<file path="src/rtl/fetch_decode_stage_if.sv">
// Bundle between the fetch/decode stage and its neighbours: hazard/branch control,
// instruction memory, and the decoded-instruction outputs toward the register file / ID/EX.
interface fetch_decode_stage_if #(
    parameter int ADDRESS_WIDTH = 32,
    parameter int DATA_WIDTH    = 32
);
    logic                     stall_i;
    logic                     flush_i;
    logic [ADDRESS_WIDTH-1:0] pc_target_i;
    logic [ADDRESS_WIDTH-1:0] imem_addr_o;
    logic [DATA_WIDTH-1:0]    imem_rdata_i;
    logic                     id_valid_o;
    logic [ADDRESS_WIDTH-1:0] id_pc_o;
    logic [ADDRESS_WIDTH-1:0] id_pc_plus4_o;
    logic [4:0]               id_rs1_o;
    logic [4:0]               id_rs2_o;
    logic [4:0]               id_rd_o;
    logic [DATA_WIDTH-1:0]    id_imm_o;
    logic                     RegWrite;
    logic                     MemWrite;
    logic [1:0]               ResultSrc;
    logic                     ALUSrc;
    logic [3:0]               ALUctrl;
    logic                     Branch;
    logic                     Jump;
    logic                     JumpReg;
    logic [2:0]               BranchType;
    logic                     illegal_o;

    modport master (
        input  stall_i, flush_i, pc_target_i, imem_rdata_i,
        output imem_addr_o, id_valid_o, id_pc_o, id_pc_plus4_o,
               id_rs1_o, id_rs2_o, id_rd_o, id_imm_o,
               RegWrite, MemWrite, ResultSrc, ALUSrc, ALUctrl,
               Branch, Jump, JumpReg, BranchType, illegal_o
    );

    modport slave (
        output stall_i, flush_i, pc_target_i, imem_rdata_i,
        input  imem_addr_o, id_valid_o, id_pc_o, id_pc_plus4_o,
               id_rs1_o, id_rs2_o, id_rd_o, id_imm_o,
               RegWrite, MemWrite, ResultSrc, ALUSrc, ALUctrl,
               Branch, Jump, JumpReg, BranchType, illegal_o
    );
endinterface

</file>
<file path="src/rtl/fetch_decode_stage.sv">
// RV32I fetch + decode stage: PC register, IF/ID pipeline register with stall/flush,
// and combinational decode of the registered instruction.
module fetch_decode_stage #(
    parameter int                       ADDRESS_WIDTH = 32,
    parameter int                       DATA_WIDTH    = 32,
    parameter logic [ADDRESS_WIDTH-1:0] RESET_PC      = '0
) (
    input  logic                 clk,
    input  logic                 rst_n,
    fetch_decode_stage_if.master bus
);
    localparam logic [DATA_WIDTH-1:0] NOP_INSTR = DATA_WIDTH'(32'h0000_0013);

    localparam logic [6:0] OP_R      = 7'b0110011;
    localparam logic [6:0] OP_I      = 7'b0010011;
    localparam logic [6:0] OP_LOAD   = 7'b0000011;
    localparam logic [6:0] OP_STORE  = 7'b0100011;
    localparam logic [6:0] OP_BRANCH = 7'b1100011;
    localparam logic [6:0] OP_JAL    = 7'b1101111;
    localparam logic [6:0] OP_JALR   = 7'b1100111;
    localparam logic [6:0] OP_LUI    = 7'b0110111;
    localparam logic [6:0] OP_AUIPC  = 7'b0010111;

    localparam logic [3:0] ALU_ADD  = 4'b0000, ALU_SUB  = 4'b0001, ALU_AND  = 4'b0010,
                           ALU_OR   = 4'b0011, ALU_XOR  = 4'b0100, ALU_SLT  = 4'b0101,
                           ALU_SLTU = 4'b0110, ALU_SLL  = 4'b0111, ALU_SRL  = 4'b1000,
                           ALU_SRA  = 4'b1001, ALU_PASSB = 4'b1010;

    logic [ADDRESS_WIDTH-1:0] r_pc;
    logic [ADDRESS_WIDTH-1:0] r_id_pc;
    logic [DATA_WIDTH-1:0]    r_instr;
    logic                     r_id_valid;

    always_ff @(posedge clk or negedge rst_n) begin
        if (!rst_n) begin
            r_pc       <= RESET_PC;
            r_id_pc    <= '0;
            r_instr    <= NOP_INSTR;
            r_id_valid <= 1'b0;
        end else if (bus.flush_i) begin
            // Redirect wins over stall; the target is forced word-aligned.
            r_pc       <= {bus.pc_target_i[ADDRESS_WIDTH-1:2], 2'b00};
            r_id_pc    <= '0;
            r_instr    <= NOP_INSTR;
            r_id_valid <= 1'b0;
        end else if (!bus.stall_i) begin
            r_pc       <= r_pc + ADDRESS_WIDTH'(4);
            r_id_pc    <= r_pc;
            r_instr    <= bus.imem_rdata_i;
            r_id_valid <= 1'b1;
        end
    end

    function automatic logic [3:0] alu_op(input logic [2:0] funct3, input logic alt);
        logic [3:0] op;
        case (funct3)
            3'b000:  op = alt ? ALU_SUB : ALU_ADD;
            3'b001:  op = ALU_SLL;
            3'b010:  op = ALU_SLT;
            3'b011:  op = ALU_SLTU;
            3'b100:  op = ALU_XOR;
            3'b101:  op = alt ? ALU_SRA : ALU_SRL;
            3'b110:  op = ALU_OR;
            default: op = ALU_AND;
        endcase
        return op;
    endfunction

    logic [6:0]            w_opcode;
    logic [2:0]            w_funct3;
    logic                  w_funct7_5;
    logic [DATA_WIDTH-1:0] w_imm_i, w_imm_s, w_imm_b, w_imm_u, w_imm_j;

    assign w_opcode   = r_instr[6:0];
    assign w_funct3   = r_instr[14:12];
    assign w_funct7_5 = r_instr[30];

    assign w_imm_i = {{(DATA_WIDTH-12){r_instr[31]}}, r_instr[31:20]};
    assign w_imm_s = {{(DATA_WIDTH-12){r_instr[31]}}, r_instr[31:25], r_instr[11:7]};
    assign w_imm_b = {{(DATA_WIDTH-13){r_instr[31]}}, r_instr[31], r_instr[7],
                      r_instr[30:25], r_instr[11:8], 1'b0};
    assign w_imm_u = {r_instr[31:12], 12'b0};
    assign w_imm_j = {{(DATA_WIDTH-21){r_instr[31]}}, r_instr[31], r_instr[19:12],
                      r_instr[20], r_instr[30:21], 1'b0};

    logic                  w_reg_write, w_mem_write, w_alu_src;
    logic                  w_branch, w_jump, w_jump_reg, w_illegal;
    logic [1:0]            w_result_src;
    logic [3:0]            w_alu_ctrl;
    logic [2:0]            w_branch_type;
    logic [DATA_WIDTH-1:0] w_imm;

    always_comb begin
        w_reg_write   = 1'b0;
        w_mem_write   = 1'b0;
        w_alu_src     = 1'b0;
        w_branch      = 1'b0;
        w_jump        = 1'b0;
        w_jump_reg    = 1'b0;
        w_illegal     = 1'b0;
        w_result_src  = 2'b00;
        w_alu_ctrl    = ALU_ADD;
        w_branch_type = 3'b000;
        w_imm         = '0;
        case (w_opcode)
            OP_R: begin
                w_reg_write = 1'b1;
                w_alu_ctrl  = alu_op(w_funct3, w_funct7_5);
            end
            OP_I: begin
                // Only the shift-right slot uses funct7[5]; addi must never become sub.
                w_reg_write = 1'b1;
                w_alu_src   = 1'b1;
                w_alu_ctrl  = alu_op(w_funct3, w_funct7_5 && (w_funct3 == 3'b101));
                w_imm       = w_imm_i;
            end
            OP_LOAD: begin
                w_reg_write  = 1'b1;
                w_alu_src    = 1'b1;
                w_result_src = 2'b01;
                w_imm        = w_imm_i;
            end
            OP_STORE: begin
                w_mem_write = 1'b1;
                w_alu_src   = 1'b1;
                w_imm       = w_imm_s;
            end
            OP_BRANCH: begin
                w_branch      = 1'b1;
                w_alu_ctrl    = ALU_SUB;
                w_branch_type = w_funct3;
                w_imm         = w_imm_b;
            end
            OP_JAL: begin
                w_jump       = 1'b1;
                w_reg_write  = 1'b1;
                w_result_src = 2'b10;
                w_imm        = w_imm_j;
            end
            OP_JALR: begin
                w_jump       = 1'b1;
                w_jump_reg   = 1'b1;
                w_reg_write  = 1'b1;
                w_alu_src    = 1'b1;
                w_result_src = 2'b10;
                w_imm        = w_imm_i;
            end
            OP_LUI: begin
                w_reg_write = 1'b1;
                w_alu_src   = 1'b1;
                w_alu_ctrl  = ALU_PASSB;
                w_imm       = w_imm_u;
            end
            OP_AUIPC: begin
                w_reg_write = 1'b1;
                w_alu_src   = 1'b1;
                w_imm       = w_imm_u;
            end
            default: w_illegal = 1'b1;
        endcase
    end

    assign bus.imem_addr_o   = r_pc;
    assign bus.id_valid_o    = r_id_valid;
    assign bus.id_pc_o       = r_id_pc;
    assign bus.id_pc_plus4_o = r_id_pc + ADDRESS_WIDTH'(4);
    assign bus.id_rs1_o      = r_instr[19:15];
    assign bus.id_rs2_o      = r_instr[24:20];
    assign bus.id_rd_o       = r_instr[11:7];
    assign bus.id_imm_o      = w_imm;

    // An empty slot presents an all-zero control word.
    assign bus.RegWrite   = r_id_valid & w_reg_write;
    assign bus.MemWrite   = r_id_valid & w_mem_write;
    assign bus.ALUSrc     = r_id_valid & w_alu_src;
    assign bus.Branch     = r_id_valid & w_branch;
    assign bus.Jump       = r_id_valid & w_jump;
    assign bus.JumpReg    = r_id_valid & w_jump_reg;
    assign bus.illegal_o  = r_id_valid & w_illegal;
    assign bus.ResultSrc  = r_id_valid ? w_result_src : 2'b00;
    assign bus.ALUctrl    = r_id_valid ? w_alu_ctrl : ALU_ADD;
    assign bus.BranchType = r_id_valid ? w_branch_type : 3'b000;
endmodule

</file>
<file path="src/flat_wrapper.sv">
// flat-port wrapper written by rule: the top's interface ports become plain ports
module fetch_decode_stage_flat 
#(
    parameter int                       ADDRESS_WIDTH = 32,
    parameter int                       DATA_WIDTH    = 32,
    parameter logic [ADDRESS_WIDTH-1:0] RESET_PC      = '0
)
  (clk, rst_n, bus_stall_i, bus_flush_i, bus_pc_target_i, bus_imem_rdata_i, bus_imem_addr_o, bus_id_valid_o, bus_id_pc_o, bus_id_pc_plus4_o, bus_id_rs1_o, bus_id_rs2_o, bus_id_rd_o, bus_id_imm_o, bus_RegWrite, bus_MemWrite, bus_ResultSrc, bus_ALUSrc, bus_ALUctrl, bus_Branch, bus_Jump, bus_JumpReg, bus_BranchType, bus_illegal_o);
  fetch_decode_stage_if #(.ADDRESS_WIDTH(ADDRESS_WIDTH), .DATA_WIDTH(DATA_WIDTH)) bus_i ();
  input  logic clk;
  input  logic rst_n;
  input wire logic [$bits(bus_i.stall_i)-1:0] bus_stall_i;
  input wire logic [$bits(bus_i.flush_i)-1:0] bus_flush_i;
  input wire logic [$bits(bus_i.pc_target_i)-1:0] bus_pc_target_i;
  input wire logic [$bits(bus_i.imem_rdata_i)-1:0] bus_imem_rdata_i;
  output wire logic [$bits(bus_i.imem_addr_o)-1:0] bus_imem_addr_o;
  output wire logic [$bits(bus_i.id_valid_o)-1:0] bus_id_valid_o;
  output wire logic [$bits(bus_i.id_pc_o)-1:0] bus_id_pc_o;
  output wire logic [$bits(bus_i.id_pc_plus4_o)-1:0] bus_id_pc_plus4_o;
  output wire logic [$bits(bus_i.id_rs1_o)-1:0] bus_id_rs1_o;
  output wire logic [$bits(bus_i.id_rs2_o)-1:0] bus_id_rs2_o;
  output wire logic [$bits(bus_i.id_rd_o)-1:0] bus_id_rd_o;
  output wire logic [$bits(bus_i.id_imm_o)-1:0] bus_id_imm_o;
  output wire logic [$bits(bus_i.RegWrite)-1:0] bus_RegWrite;
  output wire logic [$bits(bus_i.MemWrite)-1:0] bus_MemWrite;
  output wire logic [$bits(bus_i.ResultSrc)-1:0] bus_ResultSrc;
  output wire logic [$bits(bus_i.ALUSrc)-1:0] bus_ALUSrc;
  output wire logic [$bits(bus_i.ALUctrl)-1:0] bus_ALUctrl;
  output wire logic [$bits(bus_i.Branch)-1:0] bus_Branch;
  output wire logic [$bits(bus_i.Jump)-1:0] bus_Jump;
  output wire logic [$bits(bus_i.JumpReg)-1:0] bus_JumpReg;
  output wire logic [$bits(bus_i.BranchType)-1:0] bus_BranchType;
  output wire logic [$bits(bus_i.illegal_o)-1:0] bus_illegal_o;
  assign bus_i.stall_i = bus_stall_i;
  assign bus_i.flush_i = bus_flush_i;
  assign bus_i.pc_target_i = bus_pc_target_i;
  assign bus_i.imem_rdata_i = bus_imem_rdata_i;
  assign bus_imem_addr_o = bus_i.imem_addr_o;
  assign bus_id_valid_o = bus_i.id_valid_o;
  assign bus_id_pc_o = bus_i.id_pc_o;
  assign bus_id_pc_plus4_o = bus_i.id_pc_plus4_o;
  assign bus_id_rs1_o = bus_i.id_rs1_o;
  assign bus_id_rs2_o = bus_i.id_rs2_o;
  assign bus_id_rd_o = bus_i.id_rd_o;
  assign bus_id_imm_o = bus_i.id_imm_o;
  assign bus_RegWrite = bus_i.RegWrite;
  assign bus_MemWrite = bus_i.MemWrite;
  assign bus_ResultSrc = bus_i.ResultSrc;
  assign bus_ALUSrc = bus_i.ALUSrc;
  assign bus_ALUctrl = bus_i.ALUctrl;
  assign bus_Branch = bus_i.Branch;
  assign bus_Jump = bus_i.Jump;
  assign bus_JumpReg = bus_i.JumpReg;
  assign bus_BranchType = bus_i.BranchType;
  assign bus_illegal_o = bus_i.illegal_o;
  fetch_decode_stage #(.ADDRESS_WIDTH(ADDRESS_WIDTH), .DATA_WIDTH(DATA_WIDTH), .RESET_PC(RESET_PC)) u_core (.clk(clk), .rst_n(rst_n), .bus(bus_i));
endmodule
</file>
<file path="config.mk">
export PLATFORM = sky130hd
export DESIGN_NAME = fetch_decode_stage_flat
export DESIGN_NICKNAME = d
export VERILOG_FILES = /design/src/rtl/fetch_decode_stage_if.sv /design/src/rtl/fetch_decode_stage.sv /design/src/flat_wrapper.sv
export SDC_FILE = /design/constraint.sdc
export NUM_CORES = 1
export LEC_CHECK = 0
export BUFFER_PORTS_ARGS = -buffer_cell sky130_fd_sc_hd__buf_2
export CAP_MARGIN = 20
export CORE_MARGIN = 5
export CORE_UTILIZATION = 49
export DETAILED_ROUTE_END_ITERATION = 8
export PLACE_DENSITY = 0.81
export REMOVE_ABC_BUFFERS = 1
export SLEW_MARGIN = 0
export SYNTH_ARGS = -nofsm -noshare
export SYNTH_HDL_FRONTEND = slang
export SYNTH_SLANG_ARGS = --single-unit
</file>
<file path="constraint.sdc">
create_clock -name clk -period 2.4 [get_ports clk]
set_clock_uncertainty 0.1 [all_clocks]
set_input_delay 0.12 -clock clk [delete_from_list [all_inputs] [get_ports clk]]
set_output_delay 0.12 -clock clk [all_outputs]
set_load 0.01 [all_outputs]
</file>
# Word-level counts from Yosys, hierarchy flattened
# Cells that the tools add are included.
[word_totals] reg_bits=97 inputBits=68 out_inout_bits=160 word_cells=65
[classes] bitwise=7 n_mux=28 n_addsub=2 reduce_logical=8 n_eq_ne=16
[ops] op="$mux 32" n=6
[ops] op="$pmux 32 s5" n=1
[ops] op="$add 32x3->32 const B" n=2
[ops] op="$pmux 4 s7" n=2
[ops] op="$eq 7x6->1 const B" n=3
[ops] op="$eq 7x7->1 const B" n=3
[ops] op="$pmux 4 s4" n=1
[ops] op="$eq 7x5->1 const B" n=2
[ops] op="$mux 1" n=13
[ops] op="$eq 3x3->1 const B" n=3
[ops] op="$reduce_or 9->1" n=1
[ops] op="$and 1x1->1" n=7
[ops] op="$eq 7x2->1 const B" n=1
[ops] op="$reduce_or 7->1" n=1
[ops] op="$eq 3x2->1 const B" n=2
[ops] op="$mux 3" n=2
[ops] op="$reduce_or 6->1" n=1
[ops] op="$mux 4" n=1
[ops] op="$pmux 2 s2" n=1
[ops] op="$reduce_or 2->1" n=2
[ops] op="$eq 3x1->1 const B" n=1
[ops] op="$logic_not 3->1" n=1
[ops] op="$reduce_or 3->1" n=1
[ops] op="$mux 2" n=1
[ops] op="2 further kinds" n=2

# Logic depth before layout (Yosys ltp)
[depth] word_depth=6 mapped_depth=7

# Worst setup path before layout
# Ideal clock, no wire load.
[synth_path] path_kind="register to register" start="reg u_core.r_pc[17] (netlist: u_core.bus.imem_addr_o[17])" end="reg u_core.r_pc[30] (netlist: u_core.bus.imem_addr_o[30])" slack_ns=0.176 path_stages_with_launch=7 setup_ns=0.082 period_less_slack_ns=2.224 arrival_ns=2.042 cell_sequence="dfrtp_1 -> nand4_4 -> or4_1 -> buf_2 -> buf_6 -> or4_1 -> a31oi_1"
[synth_between] elab_chain_cells=3
[synth_lines] element="from (decl)" line_no="fetch_decode_stage.sv:29" text="logic [ADDRESS_WIDTH-1:0] r_pc;"
[synth_lines] element="from (signal assigned)" line_no="fetch_decode_stage.sv:42" text="r_pc <= {bus.pc_target_i[ADDRESS_WIDTH-1:2], 2'b00};"
[synth_lines] element="from (signal assigned)" line_no="fetch_decode_stage.sv:47" text="r_pc <= r_pc + ADDRESS_WIDTH'(4);"
[synth_lines] element="$add 32x3->32" line_no="fetch_decode_stage.sv:47"
[synth_lines] element="$mux 32" line_no="fetch_decode_stage.sv:46" text="end else if (!bus.stall_i) begin"
[synth_lines] element="$mux 32" line_no="fetch_decode_stage.sv:40" text="end else if (bus.flush_i) begin"
# Every way passes these cells. The select of a mux whose other input is x is not followed.
# A chain may end at the register's enable or synchronous reset.

# Worst setup path in the final report
[layout_path] start="reg u_core.r_instr[4]" end="out bus_ALUctrl[3]"
[layout_between] elab_chain_cells=3 word_cells_on_any_way=6 classes_between="eq/ne: 4; mux: 2"
[layout_lines] element="from (decl)" line_no="fetch_decode_stage.sv:31" text="logic [DATA_WIDTH-1:0] r_instr;"
[layout_lines] element="from (signal assigned)" line_no="fetch_decode_stage.sv:49" text="r_instr <= bus.imem_rdata_i;"
[layout_lines] element="$eq 7x6->1 (tied with other cells)" line_no="fetch_decode_stage.sv:105" text="case (w_opcode)"
[layout_lines] element="$pmux 4 s4 (*)" line_no="fetch_decode_stage.sv:105"
[layout_lines] element="$mux 4 (*)" line_no="fetch_decode_stage.sv:181" text="assign bus.ALUctrl = r_id_valid ? w_alu_ctrl : ALU_ADD;"
[layout_lines] element="to (decl)" line_no="flat_wrapper.sv:28" text="output wire logic [$bits(bus_i.ALUctrl)-1:0] bus_ALUctrl;"
# Every way passes the cells marked *; elsewhere a longest branch is shown, timed or not.

==> parameters.txt <==
Parameter                              Value

Cells and area
  Share of cells above drive strength 1 ... 0.337
  Fin util ... 0.698
  Non-filler instance count after layout ... 1034
  Fill count ... 846
  Ant diodes ... 0
  Layout overhead on the synthesized area ... 41.3%
  Nets@finish ... 956

Clock network
  H-tree depth reported by CTS ... 3
  Clock Sinks ... 94
  Clock-pin slew of the registers on the worst-case setup and hold paths ... 60 ps
  Later-pin clock latency in the skew report ... 340 ps
  TritonCTS clock tree ... yes
  Deepest clock path buffer count ... 2
  Total clock buffers created by CTS ... 9
  Root buffer cell ... sky130_fd_sc_hd__clkbuf_16

Synth
  Flip-flop cell with the highest count after synthesis ... sky130_fd_sc_hd__dfrtp_1
  Mapped Cells ... 609
  Sequential area share after synthesis ... 0.423
  Number of flops mapped to enable cells by yosys ... 0
  Synthesized area divided by synthesized cell count ... 9.14 µm²
  Number of different library cells in the post-synthesis netlist ... 52
  Async S/R FF share, synth ... 1.00
  Most instantiated library cell after synthesis ... sky130_fd_sc_hd__nor2_1
  Leading cell types by total area after synthesis ... sky130_fd_sc_hd__dfrtp_1 (41%), sky130_fd_sc_hd__mux2i_1 (12%), sky130_fd_sc_hd__nor2_1 (6.4%), sky130_fd_sc_hd__xnor2_1 (4.1%), sky130_fd_sc_hd__nand2_1 (3.4%)
  Share of Yosys cell area claimed by the top area cell type ... 0.409
  Cell types with the highest counts after synthesis ... sky130_fd_sc_hd__nor2_1 (95), sky130_fd_sc_hd__dfrtp_1 (91), sky130_fd_sc_hd__mux2i_1 (64)
  Mapped cell area ... 0.00557 mm²
  Seq cells post-synth ... 94
  Number of warnings issued by yosys ... 0
  Yosys top cell by area ... sky130_fd_sc_hd__dfrtp_1

Global routing
  Wire length of the first global-routing pass ... 27500 µm
  Vias in the first global route ... 5318
  Total congestion overflow after global routing ... 0
  Maximum number of pins on one net before global-route repair ... 94
  Initial antenna violation count ... 0
  Total routing usage reported by global routing ... 0.255

Power
  Reported net switching power ... 1.27 mW
  Switching Fraction ... 0.297
  Power Internal ... 3.01 mW
  Gate power share ... 0.219
  Power consumption ... 4.28 mW
  Part of the total power dissipated in sequential elements ... 0.438
  IR drop worst, VDD ... 0.349 mV
  Power density of the placed cells ... 544 mW/mm²
  Cell leakage power ... 4.14 nW
  Relative contribution of the clock network to total power ... 0.343

Worst setup path
  FF-to-FF path depth ... 5
  Worst path arrival time ... 2100 ps
  Crit Path Category ... flip-flop to primary output
  WP buf/inv ... 1
  Biggest fanout along the worst timing path ... 5
  CP top delay family ... simple AND/OR/NAND/NOR gates
  Series of cell instances along the critical path ... or3b_2 -> nor3_4 -> nand4b_1 -> a21oi_1 -> buf_2
  Slack of the worst reg-to-reg path ... 170 ps
  Endpoint of the lowest-slack register-to-register path ... u_core.bus.imem_addr_o[31]$_DFFE_PN0N_
  Nature of the critical path endpoint ... primary output
  Startpoint kind of the worst setup timing path ... flip-flop
  Standard cell with the maximum stage delay on the critical path ... sky130_fd_sc_hd__dfstp_2
  Startpoint of the worst register-to-register path ... u_core.bus.imem_addr_o[6]$_DFFE_PN0N_
  Required time of the worst setup path ... 2180 ps
  Largest stage delay on the critical path ... 570 ps

Timing
  Relative max-transition margin ... 0.599
  Pins over their slew limit ... 0
  Final worst path period share ... 0.967
  Transition time at the pin with the least slew margin ... 601 ps
  Post-layout minimum cycle time ... 2320 ps
  Max Clk Rate ... 431 MHz
  Final Setup Violations ... 0
  Final hold violations ... 0
  Fin Hold WS ... 128 ps

Route
  WL per Instance ... 17.2 µm
  Total DRC errors in the routed layout ... 0
  Number of search-and-repair iterations in the first detailed-routing pass ... 5
  Antenna Nets Post-Route ... 0
  Overall via count from detail_route ... 5630
  Iteration-0 DRC count of the detailed router ... 552
  Via/cell ratio ... 5.44
  Total wirelength of the detailed-routed design ... 17700 µm

Hold path
  Class of the most critical hold timing path ... input port to async pin

Place
  # port buffers ... 223
  Final estimated routing congestion in global placement ... 0.897
  Final HPWL from detailed placement ... 12100 µm
  Total instance count after detailed placement ... 950

Die
  Die Y ... 117 µm
  Number of top-level pins ... 228
  Die footprint ... 0.0136 mm²
  X dimension of the die ... 117 µm
  Rows ... 39
  Core ar. ... 0.0113 mm²
  Initial core utilization ... 0.494

Flow run
  Total of max-cap violations ... 0

Status
  Outcome ... complete, no violations
-- metal layers --
metal	global-route usage	vias up	wire length [µm]
met5	0	-	0
met4	0.0879	0	388
met3	0.0435	29	1460
met2	0.436	235	8950
met1	0.329	2699	6940
li1	-	2667	-
-- registers in the layout, summed over array words and instances, names as in the netlist --
register / count
u_core.r_instr: 32
u_core.bus.id_pc_o: 31
u_core.bus.imem_addr_o: 30
u_core.bus.id_valid_o: 1
-- layout by cell type, fill, tap and decap left out, types with 11 or more instances in the layout --
cell	netlist	routed
sky130_fd_sc_hd__nand2_1	50	50
sky130_fd_sc_hd__buf_2	2	221
sky130_fd_sc_hd__xnor2_1	26	25
sky130_fd_sc_hd__and2_1	11	11
sky130_fd_sc_hd__nand4_1	15	15
sky130_fd_sc_hd__nand3_1	18	17
sky130_fd_sc_hd__nor2_1	95	94
sky130_fd_sc_hd__buf_4	20	37
sky130_fd_sc_hd__a31oi_1	14	14
sky130_fd_sc_hd__dlygate4sd3_1	0	63
sky130_fd_sc_hd__mux2i_1	64	64
sky130_fd_sc_hd__xor2_1	16	16
sky130_fd_sc_hd__a21o_1	19	19
sky130_fd_sc_hd__dfrtp_1	91	85
sky130_fd_sc_hd__o21ai_0	24	24
-- logic make-up (layout without fill, tap and decap cells) --
family / count (synthesis) / count (layout) / synth area share
other: 1 / 2 / 0.000674
buffers and inverters: 68 / 349 / 0.0611
AND/OR/NAND/NOR: 247 / 247 / 0.222
XOR/XNOR: 42 / 42 / 0.0661
flip-flops: 94 / 94 / 0.423
multiplexers: 65 / 65 / 0.117
AO/OA/AOI/OAI: 90 / 90 / 0.106
adder cells (fa/ha/maj): 2 / 2 / 0.00449
-- worst max-delay path by stage --
stage,start,endpoint,slack [ps],cells past startpoint
2_1_floorplan,u_core.bus.imem_addr_o[4]$_DFFE_PN0N_,u_core.bus.imem_addr_o[21]$_DFFE_PN0N_,90,4
6_report,u_core.r_instr[4]$_DFFE_PN1N_,bus_ALUctrl[3],80,5
4_1_cts,u_core.r_instr[4]$_DFFE_PN1N_,bus_id_imm_o[21],30,5
3_3_place_gp,u_core.bus.imem_addr_o[18]$_DFFE_PN0N_,u_core.bus.imem_addr_o[31]$_DFFE_PN0N_,130,4
3_5_place_dp,u_core.bus.imem_addr_o[18]$_DFFE_PN0N_,u_core.bus.imem_addr_o[31]$_DFFE_PN0N_,90,4
5_1_grt,u_core.bus.id_pc_o[4]$_DFFE_PN0N_,bus_id_pc_plus4_o[31],-2,6
-- what timing repair did --
action	CTS	global route
hold buffers	63	0
gates resized for setup	2	12
pin swaps	0	4
buffers inserted	0	5
endpoints found under the hold margin	156	0
endpoints found under the setup margin	10	35
-- metrics by stage --
stage | area (µm²) | setup TNS [ps] | setup slack (ps)
after floorplan | 5270 | 0 | 91.7
after global placement | 6840 | 0 | 128
after detailed placement | 6840 | 0 | 89.2
after CTS | 7790 | 0 | 28.1
after global routing | 7870 | -2.46 | -2.46
final | 7870 | 0 | 79.1
-- power groups by stage --
stage          sequential [mW]  clock, mW  combinational (mW)
2_1_floorplan             1.92          0               0.354
3_3_place_gp              1.89          0               0.822
3_5_place_dp              1.90          0               0.836
4_1_cts                   1.87       1.50               0.925
5_1_grt                   1.89       1.58                1.03
6_report                  1.87       1.47               0.937
-- layout make-up --
cell class / instances / area, µm² / share of cell area
Clock buffer: 11 / 253 / 0.0321
Clock inverter: 5 / 57.6 / 0.00732
Inverter: 10 / 37.5 / 0.00477
Multi-Input combinational cell: 448 / 2920 / 0.371
Sequential cell: 94 / 2360 / 0.300
Tap cell: 143 / 179 / 0.0227
Timing Repair Buffer: 323 / 2050 / 0.261
Note: power is estimated with default switching activity, not from simulation.
